**src/rtl/gpio_scan_sram_ctrl.sv**
```systemverilog
// gpio_scan_sram_ctrl: GPIO test-mode scan controller for the SRAM port mux.
// A 112-bit command packet is shifted in serially, and one SRAM access is
// issued on a falling edge of global_csb. Read data is captured and can be
// loaded back into the packet's din fields, then scanned out.
//
// Optional feature: define GPIO_SCAN_ACCESS_COUNT_EN to add access_count[15:0].
//
// Ports:
//   clk, reset_n        clock, synchronous active-low reset
//   scan_en, scan_in    shift enable and serial data in (packet MSB first)
//   sram_load           load captured read data into the din fields
//   global_csb          active-low access strobe (falling edge starts access)
//   scan_out            chain MSB
//   sram_sel            selected macro index
//   csb*/web*/addr*/din*/wmask*  SRAM port 0/1 controls
//   dout0, dout1        read data from the selected macro
//   busy                access in flight
//   access_count        (optional) saturating count of enabled accesses
module gpio_scan_sram_ctrl #(
  parameter int unsigned SEL_WIDTH   = 4,
  parameter int unsigned ADDR_WIDTH  = 16,
  parameter int unsigned DATA_WIDTH  = 32,
  parameter int unsigned WMASK_WIDTH = 4
) (
  input  logic                   clk,
  input  logic                   reset_n,
  input  logic                   scan_en,
  input  logic                   scan_in,
  input  logic                   sram_load,
  input  logic                   global_csb,
  output logic                   scan_out,
  output logic [SEL_WIDTH-1:0]   sram_sel,
  output logic                   csb0,
  output logic                   web0,
  output logic [ADDR_WIDTH-1:0]  addr0,
  output logic [DATA_WIDTH-1:0]  din0,
  output logic [WMASK_WIDTH-1:0] wmask0,
  output logic                   csb1,
  output logic                   web1,
  output logic [ADDR_WIDTH-1:0]  addr1,
  output logic [DATA_WIDTH-1:0]  din1,
  output logic [WMASK_WIDTH-1:0] wmask1,
  input  logic [DATA_WIDTH-1:0]  dout0,
  input  logic [DATA_WIDTH-1:0]  dout1,
  output logic                   busy
`ifdef GPIO_SCAN_ACCESS_COUNT_EN
  ,
  output logic [15:0]            access_count
`endif
);

  localparam int unsigned CHAIN_LEN = SEL_WIDTH + 2*(ADDR_WIDTH + DATA_WIDTH + 2 + WMASK_WIDTH);

  // Field order inside each struct matches the packet layout, MSB first.
  typedef struct packed {
    logic [ADDR_WIDTH-1:0]  addr;
    logic [DATA_WIDTH-1:0]  din;
    logic                   csb;
    logic                   web;
    logic [WMASK_WIDTH-1:0] wmask;
  } port_t;

  typedef struct packed {
    logic [SEL_WIDTH-1:0] sel;
    port_t                p0;
    port_t                p1;
  } chain_t;

  typedef enum logic [1:0] {IDLE = 2'd0, ACCESS = 2'd1, CAPTURE = 2'd2} state_t;

  localparam port_t  PORT_RST  = '{addr: '0, din: '0, csb: 1'b1, web: 1'b0, wmask: '0};
  localparam chain_t CHAIN_RST = '{sel: '0, p0: PORT_RST, p1: PORT_RST};

  state_t                state, state_d;
  chain_t                chain, chain_d, snap, view;
  logic                  gcsb_q;
  logic                  start;
  logic [DATA_WIDTH-1:0] dout0_q, dout1_q;

  assign start = gcsb_q && !global_csb && !scan_en && (state == IDLE);

  // Next state and next chain contents; load has priority over shift.
  always_comb begin
    state_d = state;
    chain_d = chain;
    case (state)
      IDLE:    if (start) state_d = ACCESS;
      ACCESS:  state_d = CAPTURE;
      CAPTURE: state_d = IDLE;
      default: state_d = IDLE;
    endcase
    if ((state == IDLE) && sram_load) begin
      chain_d.p0.din = dout0_q;
      chain_d.p1.din = dout1_q;
    end else if (scan_en) begin
      chain_d = chain_t'({chain[CHAIN_LEN-2:0], scan_in});
    end
  end

  // State, chain, access snapshot, strobes and read capture.
  always_ff @(posedge clk) begin
    if (!reset_n) begin
      state   <= IDLE;
      chain   <= CHAIN_RST;
      snap    <= CHAIN_RST;
      gcsb_q  <= 1'b1;
      dout0_q <= '0;
      dout1_q <= '0;
      csb0    <= 1'b1;
      csb1    <= 1'b1;
      busy    <= 1'b0;
    end else begin
      state  <= state_d;
      chain  <= chain_d;
      gcsb_q <= global_csb;
      if (start) snap <= chain;
      csb0 <= (state_d == ACCESS) ? chain.p0.csb : 1'b1;
      csb1 <= (state_d == ACCESS) ? chain.p1.csb : 1'b1;
      busy <= (state_d != IDLE);
      if (state == CAPTURE) begin
        if (!snap.p0.csb && snap.p0.web) dout0_q <= dout0;
        if (!snap.p1.csb && snap.p1.web) dout1_q <= dout1;
      end
    end
  end

  // While an access is in flight the SRAM sees the snapshot, so shifting is safe.
  assign view     = (state == IDLE) ? chain : snap;
  assign scan_out = chain[CHAIN_LEN-1];
  assign sram_sel = view.sel;
  assign addr0    = view.p0.addr;
  assign din0     = view.p0.din;
  assign wmask0   = view.p0.wmask;
  assign web0     = csb0 | view.p0.web;
  assign addr1    = view.p1.addr;
  assign din1     = view.p1.din;
  assign wmask1   = view.p1.wmask;
  assign web1     = csb1 | view.p1.web;

`ifdef GPIO_SCAN_ACCESS_COUNT_EN
  // Saturating count of accesses with at least one port enabled.
  always_ff @(posedge clk) begin
    if (!reset_n) begin
      access_count <= '0;
    end else if ((state == ACCESS) && (!snap.p0.csb || !snap.p1.csb) &&
                 (access_count != 16'hFFFF)) begin
      access_count <= access_count + 16'd1;
    end
  end
`endif

endmodule

```
**config.mk**
```make
export PLATFORM = sky130hd
export DESIGN_NAME = gpio_scan_sram_ctrl
export DESIGN_NICKNAME = d
export VERILOG_FILES = /design/src/rtl/gpio_scan_sram_ctrl.sv
export SDC_FILE = /design/constraint.sdc
export NUM_CORES = 1
export LEC_CHECK = 0
export ABC_AREA = 1
export BUFFER_PORTS_ARGS = -buffer_cell sky130_fd_sc_hd__buf_2
export CORE_UTILIZATION = 50
export CTS_BUF_LIST = sky130_fd_sc_hd__clkbuf_16
export CTS_CLUSTER_DIAMETER = 60
export CTS_CLUSTER_SIZE = 28
export DETAILED_ROUTE_END_ITERATION = 8
export PLACE_DENSITY = 0.76
export SLEW_MARGIN = 20
export SYNTH_ARGS = -nofsm -noshare
export SYNTH_HDL_FRONTEND = slang
export SYNTH_SLANG_ARGS = --single-unit
```
**constraint.sdc**
```tcl
create_clock -name clk -period 1.27 [get_ports clk]
set_input_delay 0.0635 -clock clk [delete_from_list [all_inputs] [get_ports clk]]
set_output_delay 0.0635 -clock clk [all_outputs]
set_load 0.01 [all_outputs]
```
# Yosys cells after proc, flatten, opt, wreduce, memory -nomap -nowiden
# Index checks and enable logic that the tools add are counted.
dict set report op_classes {
  n_eq_ne 3
  mux 6
  bitwise 3
  n_reduce_logical 17
}
# cell count
set op_table {}
lappend op_table {{two-way mux 112 bit} 1}
lappend op_table {{two-way mux 92 bit} 1}
lappend op_table {{two-way mux 32 bit} 2}
lappend op_table {{AND reduction 2 bit} 4}
lappend op_table {{logical AND 1 bit} 6}
lappend op_table {{equality test 2 x 1 -> 1 bit, second input constant} 2}
lappend op_table {{logical NOT 1 bit} 4}
lappend op_table {{one-hot mux 2 bit (2 select lines)} 1}
lappend op_table {{nonzero test 2 bit} 2}
lappend op_table {{equality test 2 bit, second input constant} 1}
lappend op_table {{logical NOT 2 bit} 1}
lappend op_table {{two-way mux 2 bit} 1}
lappend op_table {{OR 1 bit} 2}
lappend op_table {{NOT 1 bit} 1}
dict set report totals {
  regBits 294
  inputBits 70
  out_inout_bits 114
  wordCells 58
}

# Longest topological paths before layout
# Gate-level depths: netlist of the first run.
dict set report depth {
  depth_word 8
  ltp_mapped 8
}

# Worst setup path after synthesis of the first run
# Ideal clock, no wire load.
dict set report synth_timing {
  path_kind {register to register}
  start {register state[1]}
  end {register chain[48] (netlist bit)}
  setup_time_ns 0.116
  arrival_time_ns 1.199
  path_slack_ns -0.045
  stages_incl_launch_ff 9
  n_path_buf 2
  synth_period_minus_slack_ns 1.315
  cell_sequence {dfxtp_1 > nor2_4 > nand2_2 > nand2_1 > inv_1 > buf_2 > buf_2 > nor2_1 > nor2_1}
}
dict set report synth_via {
  elab_chain_cells 4
}
# element line_no
set synth_rtl {}
lappend synth_rtl {{from (decl)} 74} ;# state_t state, state_d;
lappend synth_rtl {{from (signal assigned)} 113} ;# state <= state_d;
lappend synth_rtl {{logical NOT 2 bit} 92} ;# if ((state == IDLE) && sram_load) begin
lappend synth_rtl {{logical AND 1 bit} 92}
lappend synth_rtl {{NOT 1 bit (no source line)} -}
lappend synth_rtl {{AND reduction 2 bit (no source line)} -}
lappend synth_rtl {{to (signal assigned)} 114} ;# chain <= chain_d;
lappend synth_rtl {{to (decl)} 75} ;# chain_t chain, chain_d, snap, view;
# Every way passes these cells.
# A chain may end at the register's enable or synchronous reset.

# Final worst setup path of the first run
dict set report layout_timing {
  start {register state[0]}
  end {output port din0[28]}
}
dict set report layout_via {
  elab_chain_cells 2
}
# element line_no
set layout_rtl {}
lappend layout_rtl {{logical NOT 2 bit} 128} ;# assign view = (state == IDLE) ? chain : snap;
lappend layout_rtl {{two-way mux 112 bit} 128}
lappend layout_rtl {{to (decl)} 36} ;# output logic [DATA_WIDTH-1:0] din0,
# Every way passes these cells.

==> results of run 1 <==
==> metrics by stage <==
step / cells / utilization (%) / hold slack, ns / power (W)
5_1_grt: 2616 / 74.2 / 0.196 / 0.0214
3_5_place_dp: 2420 / 57.1 / 0.264 / 0.0113
4_1_cts: 2584 / 69.4 / 0.0211 / 0.0203
6_report: 2616 / 74.2 / 0.175 / 0.0208
2_1_floorplan: 1973 / - / 0.150 / 0.0106
3_3_place_gp: 2420 / 57.1 / 0.254 / 0.0113
==> kinds of logic (layout without fill, tap and decap cells) <==
| family | count (synthesis) | in the layout | share of synthesized area, % |
|---|---|---|---|
| AND/OR/NAND/NOR | 1223 | 1224 | 38.0 |
| flip-flops | 294 | 294 | 46.2 |
| buffers and inverters | 277 | 588 | 8.67 |
| AO/OA/AOI/OAI | 179 | 179 | 7.04 |
| other | 0 | 1 | 0 |
==> worst max-delay path, stage by stage, from the launching register on <==
cell	delay, ns
dfxtp_2	0.34
nor2_4	0.19
inv_6	0.10
buf_12	0.18
buf_16	0.17
o21ai_4	0.23
buf_2	0.18
==> how the worst max path moves through the flow <==
| stage | from | to | slack, ns | cells past startpoint |
|---|---|---|---|---|
| CTS | state[1] | addr1[11] | -0.64 | 8 |
| finish | state[0] | din0[28] | -0.74 | 6 |
| floorplan | state[0] | din0[26] | -0.03 | 5 |
| global placement | state[0] | din0[30] | -0.28 | 6 |
| global route | state[0] | web0 | -0.76 | 8 |
| detailed placement | state[0] | din0[30] | -0.30 | 6 |
==> registers in the layout (all words and copies together) (netlist names) <==
| signal | cells |
|---|---|
| busy | 1 |
| gcsb_q | 1 |
| snap | 112 |
| state | 2 |
| dout0_q | 32 |
| csb0 | 1 |
| scan_out | 1 |
| csb1 | 1 |
| dout1_q | 32 |
| chain | 111 |
==> layout make-up <==
cell class                 count  area [um2]  share of cell area (%)
multi-input combinational   1403        6570                    35.3
tap                          330         413                    2.22
clock buffer                  27         676                    3.63
antenna                        1        2.50                  0.0134
inverter                     142         546                    2.93
sequential                   294        5890                    31.6
timing repair buffer         397        4310                    23.1
clock inverter                22         230                    1.24
==> layout by cell type, fill, tap and decap left out, types with 11 or more instances in the layout <==
master | netlist | layout
buf_6 | 0 | 48
nand2_2 | 2 | 88
buf_4 | 8 | 34
buf_12 | 0 | 41
buf_16 | 0 | 24
o21ai_0 | 166 | 98
nor2_2 | 1 | 15
dfxtp_1 | 294 | 292
clkbuf_16 | 0 | 43
nor2_1 | 417 | 393
o21ai_1 | 10 | 34
nand2_1 | 620 | 508
nor2_4 | 1 | 11
inv_1 | 140 | 140
o21ai_2 | 0 | 34
dlygate4sd3_1 | 0 | 67
buf_2 | 27 | 156
nand2_4 | 0 | 24
nand3_1 | 178 | 175
==> where the power goes <==
group | internal [W] | total [W] | leakage (nW) | switching (W)
combinational | 0.00133 | 0.00284 | 6.22 | 0.00151
sequential | 0.00937 | 0.00955 | 2.38 | 0.000179
clock | 0.00419 | 0.00846 | 0.442 | 0.00427
total | 0.0149 | 0.0208 | 9.04 | 0.00596
==> metal layers <==
| layer | vias up | share of wire (%) | global-route usage (%) |
|---|---|---|---|
| met5 | - | 0 | 0 |
| met3 | 201 | 9.6 | 3.78 |
| met1 | 6541 | 38 | 37.6 |
| met4 | 0 | 5.3 | 13.9 |
| li1 | 6687 | - | - |
| met2 | 849 | 47 | 52.7 |
==> what timing repair did <==
| item | CTS | global route |
|---|---|---|
| cloned | 21 | 21 |
| setup endpoints to repair | 380 | 402 |
| hold buffers | 67 | 0 |
| endpoints found under the hold margin | 78 | 0 |
| gates resized for setup | 233 | 205 |
| buffers inserted | 29 | 13 |
| pin swaps | 13 | 59 |
==> flow_metrics.py, run 1 <==
metrics = {
    "status": {
        "status": "complete, but fails checks",
        "violations": "negative setup slack",
    },
    "critical_path": {
        "path_max_fanout": 12,
        "r2r_end": "chain[94]",
        "r2r_start": "state[0]",
        "r2r_slack_ns": -0.65,
        "arrival_ns": 1.95,
        "crit_path_end_kind": "output pin",
        "crit_type": "reg2out",
        "cp-start-kind": "register",
        "rr_worst_depth": 11,
        "worst_ep_required_time_ns": 1.21,
    },
    "synth": {
        "synthTopCellsByArea": "dfxtp_1, nand2_1, nor2_1",
        "mappedNetlistArea_um2": 12700,
        "ys_seq_area_share_pct": 46.2,
        "yosysMostFrequentCell": "nand2_1",
        "synth-seq-cells": 294,
        "synth.avg_cell_area_um2": 6.45,
        "synthFlopType": "dfxtp_1",
        "ys_warn_count": 0,
        "synth-edff-count": 0,
        "synth_top_area_cell": "dfxtp_1",
        "synth_cells": 1973,
        "async_flop_share_pct": 0,
        "synth_common_cells": "nand2_1, nor2_1, dfxtp_1",
        "syn-num-nets": 2043,
        "synth.top_cell.area_share_pct": 46.2,
        "synth_cell_types": 19,
    },
    "pwr": {
        "power.density_nw_per_um2": 1120,
        "p_leak_nw": 9.04,
        "vdd_ir_drop_max_mv": 0.858,
    },
    "grt": {
        "grt_usage_pct": 30.4,
        "grt_remaining_overflow": 0,
        "grt_pass1_wl_um": 64400,
        "antenna_found_initial": 1,
        "grt_max_degree": 92,
        "grt_pass1_vias": 13000,
    },
    "cts": {
        "cts_sinks": 294,
        "cts_buffers": 27,
        "cts.clk_slew.worst_paths_ns": 0.07,
        "clk_latency_ns": 0.56,
        "root_buffer": "clkbuf_16",
        "cts_tree": "yes",
        "cts.path.max_buffers": 3,
        "h-tree-depth": 1,
    },
    "floorplanning": {
        "die_h_um": 162,
        "rows": 58,
        "start_util_pct": 50.7,
        "dieWidth_um": 162,
        "io_pins": 184,
        "fp.dieArea_um2": 26100,
        "core_um2": 25100,
    },
    "timing": {
        "layout_setup_ws_ns": -0.743,
        "rsz0062_at_grt": "true",
        "timing.final.hold_violations": 0,
        "slew_headroom_pct": 67.7,
        "worst_pin_slew_ns": 0.484,
        "fmaxAchievable_ghz": 0.497,
        "period_needed_ns": 2.01,
        "finClkSkew_ns": 0.0189,
        "fin_setup_tns_ns": -174.75,
        "post-route-period-util_pct": 158,
        "setup_viol": 382,
        "slew_viol_final": 0,
    },
    "route": {
        "ant_nets": 0,
        "avgRoutedWirePerCell_um": 17.6,
        "drt_iter0_drc": 1400,
        "avgViaCountPerCell": 5.46,
        "vias": 14300,
        "drt_wl_total_um": 46000,
        "drt_first_pass_iters": 5,
        "drc": 0,
    },
    "finish": {
        "area_growth_pct": 46.4,
        "fin_nets": 2335,
        "fin_area_um2": 18600,
        "drive_above_1_share_pct": 25.0,
        "num-fill-cells": 1722,
    },
    "min_path": {
        "worstHoldStart": "scan_en",
        "worstHoldPathCells": 4,
        "whs_endpoint": "snap[5]",
        "hold_path_class": "in2reg",
    },
    "placement": {
        "place_area_um2": 14300,
        "hpwl_um": 21500,
        "place_ws_ns": -0.301,
        "gp_congestion": 0.821,
        "io_buffers": 183,
    },
    "run": {
        "maxCapViolCount": 0,
    },
}
(Power assumes the default switching activity.)
==> inputs of run 2 (changes only) <==
--- a/config.mk
+++ b/config.mk
@@ -7,12 +7,13 @@
 export LEC_CHECK = 0
 export ABC_AREA = 1
 export BUFFER_PORTS_ARGS = -buffer_cell sky130_fd_sc_hd__buf_2
+export CORE_ASPECT_RATIO = 1.75
 export CORE_UTILIZATION = 50
 export CTS_BUF_LIST = sky130_fd_sc_hd__clkbuf_16
 export CTS_CLUSTER_DIAMETER = 60
 export CTS_CLUSTER_SIZE = 28
 export DETAILED_ROUTE_END_ITERATION = 8
-export PLACE_DENSITY = 0.76
+export PLACE_DENSITY = 0.73
 export SLEW_MARGIN = 20
 export SYNTH_ARGS = -nofsm -noshare
 export SYNTH_HDL_FRONTEND = slang
==> constraint.sdc (replaced) <==
create_clock -name clk -period 1.95 [get_ports clk]
set_input_delay 0.0975 -clock clk [delete_from_list [all_inputs] [get_ports clk]]
set_output_delay 0.0975 -clock clk [all_outputs]
set_load 0.01 [all_outputs]
==> run 2 against run 1 <==
Net effect: the run now ends clean; clock skew up 0.0031 ns; sequential power is 35% lower; wire length shrank 24%; cell count down 5.7%; core utilization fell by 13 points; highest routed layer unchanged.
==> flow_metrics.py, run 2 (synthesized netlist as in run 1, its figures left out) <==
metrics = {
    "route": {
        "avgRoutedWirePerCell_um": 14.2,
        "drt_first_pass_iters": 6,
        "avgViaCountPerCell": 5.08,
        "drc": 0,
        "drt_wl_total_um": 35000,
        "drt_iter0_drc": 883,
        "vias": 12500,
        "ant_nets": 0,
    },
    "timing": {
        "worst_pin_slew_ns": 0.504,
        "post-route-period-util_pct": 97.6,
        "timing.final.hold_violations": 0,
        "period_needed_ns": 1.90,
        "setup_viol": 0,
        "slew_viol_final": 0,
        "finClkSkew_ns": 0.0220,
        "slew_headroom_pct": 66.4,
        "fmaxAchievable_ghz": 0.525,
    },
    "placement": {
        "hpwl_um": 21100,
        "dpl.cell_count": 2371,
        "gp_congestion": 0.810,
        "io_buffers": 183,
    },
    "critical_path": {
        "crit_start": "state[1]",
        "crit_path_end_kind": "output pin",
        "arrival_ns": 1.81,
        "cp-start-kind": "register",
        "crit_type": "reg2out",
        "path_max_fanout": 13,
        "worst_ep_required_time_ns": 1.85,
        "r2r_start": "state[1]",
    },
    "finish": {
        "largest_register": "snap",
        "largest_reg_flops": 112,
        "final_util_pct": 61.4,
        "finalNonFillerCells": 2468,
        "multiInputGateArea_um2": 5790,
        "seqCellArea_um2": 5890,
        "fin_nets": 2220,
        "num-fill-cells": 2312,
        "drive_above_1_share_pct": 12.7,
        "n_antenna_cell": 0,
        "reg_top3": "snap (112), chain (111)",
        "area_growth_pct": 19.8,
        "final_cell_mix": "nand2_1, nor2_1, dfxtp_1",
        "layout_commonest_cell": "nand2_1",
    },
    "floorplanning": {
        "fp.dieArea_um2": 26100,
        "rows": 76,
        "core_um2": 24800,
        "io_pins": 184,
        "start_util_pct": 51.3,
        "dieWidth_um": 123,
        "die_h_um": 213,
    },
    "grt": {
        "grtUsageMet3_pct": 2.35,
        "grt_pass1_wl_um": 55300,
        "antenna_found_initial": 0,
        "grt_pass1_vias": 11700,
        "grt_max_degree": 73,
        "met1_usage_pct": 31.0,
        "grt_usage_pct": 26.3,
        "top_usage_layer": "met2",
        "grt_remaining_overflow": 0,
        "met2_usage_pct": 48.6,
    },
    "pwr": {
        "power_w": 0.0111,
        "p_leak_nw": 7.55,
        "power.density_nw_per_um2": 731,
        "vdd_ir_drop_max_mv": 0.680,
    },
    "cts": {
        "root_buffer": "clkbuf_16",
        "cts.path.max_buffers": 3,
        "cts.clk_slew.worst_paths_ns": 0.11,
        "clk_latency_ns": 0.53,
        "cts_buffers": 15,
        "h-tree-depth": 1,
        "cts_sinks": 294,
        "cts_tree": "yes",
    },
    "min_path": {
        "hold_path_class": "in2reg",
        "worstHoldStart": "reset_n",
    },
    "status": {
        "status": "finished clean",
    },
    "run": {
        "maxCapViolCount": 0,
    },
}
## run 2: cell types whose count changed in the layout (fill, tap and decap cells not counted), moves of 23 or more
| cell | delta |
|---|---|
| o21ai_2 | -23 |
| buf_12 | -30 |
| nand2_4 | -24 |
| buf_16 | -23 |
| buf_6 | -45 |
| buf_2 | +26 |
| nand2_1 | +111 |
| clkbuf_16 | -26 |
| o21ai_0 | +28 |
| nand2_2 | -85 |
| nor2_1 | +24 |
## run 2: stage by stage
step	area, um2	setup TNS (ns)	hold slack, ns	setup slack [ns]
floorplan	12700	0	0.184	0.605
global placement	13900	0	0.316	0.289
detailed placement	13900	0	0.312	0.284
CTS	15100	-0.00554	0.0169	-0.00554
global route	15200	-0.0764	0.0405	-0.0121
finish	15200	0	0.0243	0.0462
## run 2: what timing repair did
action	in CTS	in global routing
buffers inserted	3	2
hold buffers	66	0
pin swaps	1	1
setup endpoints to repair	93	84
gates resized for setup	42	25
cloned	0	3
hold endpoints to repair	68	0
## run 2: area by class of cell
| class | count | area share, % |
|---|---|---|
| sequential | 294 | 38.6 |
| multi-input combinational | 1402 | 38.0 |
| timing repair buffer | 294 | 14.0 |
| inverter | 142 | 3.58 |
| tap | 312 | 2.56 |
| clock buffer | 15 | 2.46 |
| clock inverter | 8 | 0.747 |
| timing repair inverter | 1 | 0.0575 |
## run 2: power breakdown
part	switching (W)	internal, W	total [W]
Sequential	0.0000890	0.00611	0.00620
Combinational	0.000712	0.000423	0.00113
Clock	0.00208	0.00173	0.00381
## run 2: layer usage
metal	wire length [um]	vias up
met5	0	-
met4	931	0
met3	1550	43
met2	18100	319
met1	14400	5786
li1	-	6398
## run 2: critical path, stage by stage, from the launching register on
cell	delay [ns]
dfxtp_2	0.35
nor2_4	0.12
buf_12	0.14
clkinv_8	0.10
o21ai_0	0.35
buf_2	0.21
## run 2: final timing paths
check | depth (start not counted) | slack, ns | to
hold reg to reg | 2 | 0.44 | snap[24]
hold / removal | 3 | 0.02 | chain[9]
setup / recovery | 5 | 0.05 | din1[31]
setup reg to reg | 10 | 0.18 | chain[29]
